<file path="src/rtl/pipelined_barrel_shifter.sv">
`default_nettype none
// ==========================================================================
// pipelined_barrel_shifter: log2-staged rotate/shift unit with valid/ready
// Revision: 1.0 - initial parametrised pipelined release
// ==========================================================================
module pipelined_barrel_shifter #(
  parameter int WIDTH = 8,
  parameter int AW    = $clog2(WIDTH)
) (
  input  logic             clk,
  input  logic             rst,
  input  logic             in_valid,
  output logic             in_ready,
  input  logic [WIDTH-1:0] in_data,
  input  logic [AW-1:0]    in_amt,
  input  logic [2:0]       in_mode,
  output logic             out_valid,
  input  logic             out_ready,
  output logic [WIDTH-1:0] out_data,
  output logic             out_err
);

  localparam logic [2:0] MODE_ROR = 3'b000;
  localparam logic [2:0] MODE_ROL = 3'b001;
  localparam logic [2:0] MODE_SRL = 3'b010;
  localparam logic [2:0] MODE_SLL = 3'b011;
  localparam logic [2:0] MODE_SRA = 3'b100;
  // Stage k keeps only the amount bits still to be consumed: AW-1-k of them.
  localparam int REM_W = AW * (AW - 1) / 2;

  function automatic logic [WIDTH-1:0] bit_reverse(input logic [WIDTH-1:0] d);
    logic [WIDTH-1:0] r;
    for (int i = 0; i < WIDTH; i++) r[i] = d[WIDTH-1-i];
    return r;
  endfunction

  logic [WIDTH-1:0] ent_data;
  logic [AW-1:0]    ent_amt;
  logic             ent_rot, ent_left, ent_fill, ent_err;

  logic [AW-1:0]    v_q, err_q, valid_d, err_d;
  logic [WIDTH-1:0] data_q [AW];
  logic [WIDTH-1:0] data_d [AW];
  logic [AW-2:0]    rot_q, left_q, fill_q, rot_d, left_d, fill_d;
  logic [REM_W-1:0] rem_q, rem_d, rem_en;
  logic [AW:0]      stage_ready;

  // Left modes run as right operations on the bit-reversed word.
  always_comb begin
    ent_rot  = 1'b0;
    ent_left = 1'b0;
    ent_fill = 1'b0;
    ent_err  = 1'b0;
    ent_amt  = in_amt;
    case (in_mode)
      MODE_ROR: ent_rot = 1'b1;
      MODE_ROL: begin
        ent_rot  = 1'b1;
        ent_left = 1'b1;
      end
      MODE_SRL: ent_rot = 1'b0;
      MODE_SLL: ent_left = 1'b1;
      MODE_SRA: ent_fill = in_data[WIDTH-1];
      default: begin
        ent_err = 1'b1;
        ent_amt = '0;
      end
    endcase
    ent_data = ent_left ? bit_reverse(in_data) : in_data;
  end

  always_comb begin
    stage_ready     = '0;
    stage_ready[AW] = out_ready;
    for (int k = AW - 1; k >= 0; k--) stage_ready[k] = !v_q[k] || stage_ready[k+1];
  end

  for (genvar k = 0; k < AW; k++) begin : g_stage
    localparam int SH   = 1 << k;
    localparam int OFF  = k * (AW - 1) - (k * (k - 1)) / 2;
    localparam int POFF = (k - 1) * (AW - 1) - ((k - 1) * (k - 2)) / 2;

    logic [WIDTH-1:0] src, moved, shifted;
    logic [AW-1-k:0]  src_rem;
    logic             src_valid, src_rot, src_left, src_fill, src_err;

    if (k == 0) begin : g_head
      assign src       = ent_data;
      assign src_rem   = ent_amt;
      assign src_valid = in_valid;
      assign src_rot   = ent_rot;
      assign src_left  = ent_left;
      assign src_fill  = ent_fill;
      assign src_err   = ent_err;
    end else begin : g_tail
      assign src       = data_q[k-1];
      assign src_rem   = rem_q[POFF +: AW-k];
      assign src_valid = v_q[k-1];
      assign src_rot   = rot_q[k-1];
      assign src_left  = left_q[k-1];
      assign src_fill  = fill_q[k-1];
      assign src_err   = err_q[k-1];
    end

    assign moved   = src_rot ? {src[SH-1:0], src[WIDTH-1:SH]}
                             : {{SH{src_fill}}, src[WIDTH-1:SH]};
    assign shifted = src_rem[0] ? moved : src;
    assign valid_d[k] = src_valid;
    assign err_d[k]   = src_err;

    if (k < AW - 1) begin : g_body
      assign data_d[k] = shifted;
      assign rot_d[k]  = src_rot;
      assign left_d[k] = src_left;
      assign fill_d[k] = src_fill;
      assign rem_d[OFF +: AW-1-k]  = src_rem[AW-1-k:1];
      assign rem_en[OFF +: AW-1-k] = {(AW-1-k){stage_ready[k]}};
    end else begin : g_last
      // Undo the entry reversal so the output register holds the final word.
      assign data_d[k] = src_left ? bit_reverse(shifted) : shifted;
    end
  end

  always_ff @(posedge clk) begin
    if (rst) begin
      v_q    <= '0;
      err_q  <= '0;
      rot_q  <= '0;
      left_q <= '0;
      fill_q <= '0;
      rem_q  <= '0;
      for (int k = 0; k < AW; k++) data_q[k] <= '0;
    end else begin
      for (int k = 0; k < AW; k++) begin
        if (stage_ready[k]) begin
          v_q[k]    <= valid_d[k];
          err_q[k]  <= err_d[k];
          data_q[k] <= data_d[k];
        end
      end
      for (int k = 0; k < AW - 1; k++) begin
        if (stage_ready[k]) begin
          rot_q[k]  <= rot_d[k];
          left_q[k] <= left_d[k];
          fill_q[k] <= fill_d[k];
        end
      end
      for (int b = 0; b < REM_W; b++) begin
        if (rem_en[b]) rem_q[b] <= rem_d[b];
      end
    end
  end

  assign in_ready  = stage_ready[0];
  assign out_valid = v_q[AW-1];
  assign out_data  = data_q[AW-1];
  assign out_err   = err_q[AW-1];

endmodule
`default_nettype wire

</file>
<file path="config.mk">
export PLATFORM = sky130hd
export DESIGN_NAME = pipelined_barrel_shifter
export DESIGN_NICKNAME = d
export VERILOG_FILES = /design/src/rtl/pipelined_barrel_shifter.sv
export SDC_FILE = /design/constraint.sdc
export NUM_CORES = 1
export LEC_CHECK = 0
export BUFFER_PORTS_ARGS = -buffer_cell sky130_fd_sc_hd__buf_2
export CAP_MARGIN = 20
export CORE_UTILIZATION = 40
export DETAILED_ROUTE_END_ITERATION = 7
export REMOVE_ABC_BUFFERS = 1
export SLEW_MARGIN = 40
export SYNTH_ARGS = -nofsm -noshare
export SYNTH_HDL_FRONTEND = slang
export SYNTH_SLANG_ARGS = --single-unit
</file>
<file path="constraint.sdc">
create_clock -name clk -period 2.46 [get_ports clk]
set_input_delay 0.492 -clock clk [delete_from_list [all_inputs] [get_ports clk]]
set_output_delay 0.492 -clock clk [all_outputs]
set_load 0.05 [all_outputs]
</file>
==> flow_summary_export.csv <==
group,metric,value,unit
status,status,"finished, final reports clean",
global_routing,grt_pass1_wl,6.14,mm
critical_path,end_kind,"register",
worst_hold_path,holdCritPathClass,"in -> reg",
critical_path,cp.arrival,1.70,ns
timing,max_freq,598,MHz
final_layout,final_util,0.468,
drt,drc,0,
logic_synthesis,syn_inst,195,
drt,dr.pass1.iters,4,
timing,finalSetupViolations,0,
drt,avgRoutedWirePerCell,12.3,um
cts,cts_resized,0,
logic_synthesis,synth_edf_count,24,
logic_synthesis,ys_warn_count,0,
cts,insertion_delay,0.28,ns
logic_synthesis,yosys-top-cells-area,"edfxtp_1 (36%), dfxtp_1 (15%), mux2i_1 (7.4%), a21oi_1 (5.7%), nor2_1 (4.1%)",
final_layout,drive_gt1_frac,0.213,
critical_path,cpPeakStageDelay,0.35,ns
critical_path,path_cells,"buf_2, nor2b_1, buf_4, mux2_2, a21oi_1, a311oi_1",
critical_path,path_buf_inv,2,
critical_path,worstSetupStartpointType,"primary input",
drt,drtIter0Drc,47,
critical_path,crit_path_start,"in_mode[0]",
cts,postCtsSetupBuffers,0,
global_routing,overflow,0,
logic_synthesis,syn_area,2020,um^2
timing,max_slew_margin,0.552,
timing,finalHoldViolations,0,
run,drv_cap,0,
timing,rsz0062_at_grt,"no",
logic_synthesis,synth_cell_types,38,
cts,clock-sinks,39,
drt,wl,3.48,mm
critical_path,critPathKind,"in -> reg",
logic_synthesis,syn_avg_cell_area,10.3,um^2
critical_path,crit_fanout,7,
timing,tightest_slew,0.671,ns
global_routing,grt_max_degree,24,
final_layout,nets,233,
logic_synthesis,synth_top_area_frac,0.358,
logic_synthesis,synthFlopType,"edfxtp_1",
drt,avgViaCountPerCell,5.04,
timing,drv_slew,0,
global_routing,antenna_found_initial,0,
logic_synthesis,yosysSeqAreaShare,0.507,
cts,cts-root-buf,"clkbuf_8",
logic_synthesis,yosys.area.top_type,"edfxtp_1",
power,power.total,1.34,mW
timing,skew,0.00276,ns
power,peakVddDrop,217,uV
critical_path,timing.rr.start,"left_q[1]",
floorplan,std_cell_rows,25,
worst_hold_path,min-delay-start,"in_valid",
final_layout,multi_input_area,856,um^2
floorplan,num_io_pins,29,
cts,cts_max_level,2,
floorplan,start_util,0.421,
cts,clockBufferDepth,2,
cts,cts_buffers,5,
final_layout,fillCellCount,439,
cts,clkTransAtPathRegs,0.07,ns
timing,hold_ws,0.434,ns
final_layout,area_growth,11.2,%
placed_design,io_buffers,28,
logic_synthesis,async_flop_share,0,
critical_path,slowest_stage,"mux2_2",
floorplan,die_height,73.0,um
floorplan,die_area,5330,um^2
critical_path,crit_required,2.48,ns
global_routing,track_usage,0.153,
floorplan,dieWidth,73.0,um
timing,fin_crit,1.67,ns
floorplan,core-area,4790,um^2
critical_path,crit_family,"buffers and inverters",
logic_synthesis,synth_seq_cells,39,
timing,period_share,0.680,
cts,ctsHoldBuffers,0,
final_layout,register_area,1020,um^2
power,cellPowerDensity,599,nW/um^2
drt,ant_nets,0,
global_routing,grt_pass1_vias,1361,
final_layout,insertedDiodeCount,0,
cts,cts_tree,"yes",
placed_design,gp_congestion,0.789,
timing,fin_setup_tns,0,ns
drt,vias,1427,
power,p_leak,0.932,nW
placed_design,dp_hpwl,2.56,mm
worst paths after layout:
check / cells after the start / slack [ns] / endpoint
setup / recovery: 6 / 0.79 / data_q[0][6]
hold / removal: 3 / 0.43 / v_q[0]
setup reg to reg: 4 / 0.91 / data_q[0][17]
hold reg to reg: 2 / 0.45 / v_q[1]
routing by layer:
metal  GRT usage  wire length [um]
met1       0.189              1620
met2       0.257              1760
met3      0.0373                95
met4      0.0610                 0
met5           0                 0
registers in the layout, summed over array words and instances, names as in the netlist:
register and count:
v_q 3, left_q 2, rem_q 3, rot_q 2, err_q 3, data_q 24
fill_q 2
cell usage after synthesis (all sizes together), types with 2 or more instances:
library cell and count:
edfxtp 24, and2 3, clkbuf 7, a311oi 2, mux2i 15, mux4 3, inv 7, o21ai 4
dfxtp 15, a22o 2, a2bb2oi 3, a32o 2, buf 12, a211oi 3, a221oi 5, nor2 22
nand2 17, a31oi 2, nand2b 3, nor2b 8, a21oi 23, nand3 4
worst reg2reg max path: stages, from the launching register on:
cell,delay (ns)
dfxtp_1,0.75
mux2i_1,0.26
nor2_1,0.05
a31oi_1,0.15
a21oi_1,0.08
final cells by class:
| type | count | area share |
|---|---|---|
| Tap cell | 67 | 0.0374 |
| Multi-Input combinational cell | 130 | 0.382 |
| Clock buffer | 5 | 0.0307 |
| Timing Repair Buffer | 32 | 0.0759 |
| Clock inverter | 3 | 0.00670 |
| Inverter | 7 | 0.0117 |
| Sequential cell | 39 | 0.456 |
power breakdown:
group / leakage [nW] / internal (mW) / switching, mW
registers: 0.407 / 0.733 / 0.0276
logic: 0.477 / 0.0717 / 0.104
clock network: 0.0477 / 0.194 / 0.212
total: 0.932 / 0.998 / 0.344
cell usage in the layout, fill, tap and decap left out, drive strengths merged, types with 4 or more instances in the layout:
cell type and n:
nor2 22, edfxtp 24, a21oi 23, inv 7, buf 32, nor2b 8
dfxtp 15, clkbuf 5, nand3 4, mux2i 15, a221oi 5, nand2 17
o21ai 4
cells by family after synthesis:
logic type             share of synthesized area
AOI/OAI and AO/OA                          0.163
buffers and inverters                     0.0689
DFF                                        0.507
muxes                                      0.115
and+or+nand+nor                            0.147
per-stage QoR:
| step | instance area, um^2 | cells | worst slack, ns |
|---|---|---|---|
| after global placement | 2160 | 275 | 0.518 |
| after CTS | 2240 | 283 | 0.787 |
| after detailed placement | 2160 | 275 | 0.490 |
| after global routing | 2240 | 283 | 0.700 |
| final | 2240 | 283 | 0.786 |
| after floorplan | 1900 | 176 | 0.0572 |
(Power assumes the default switching activity.)
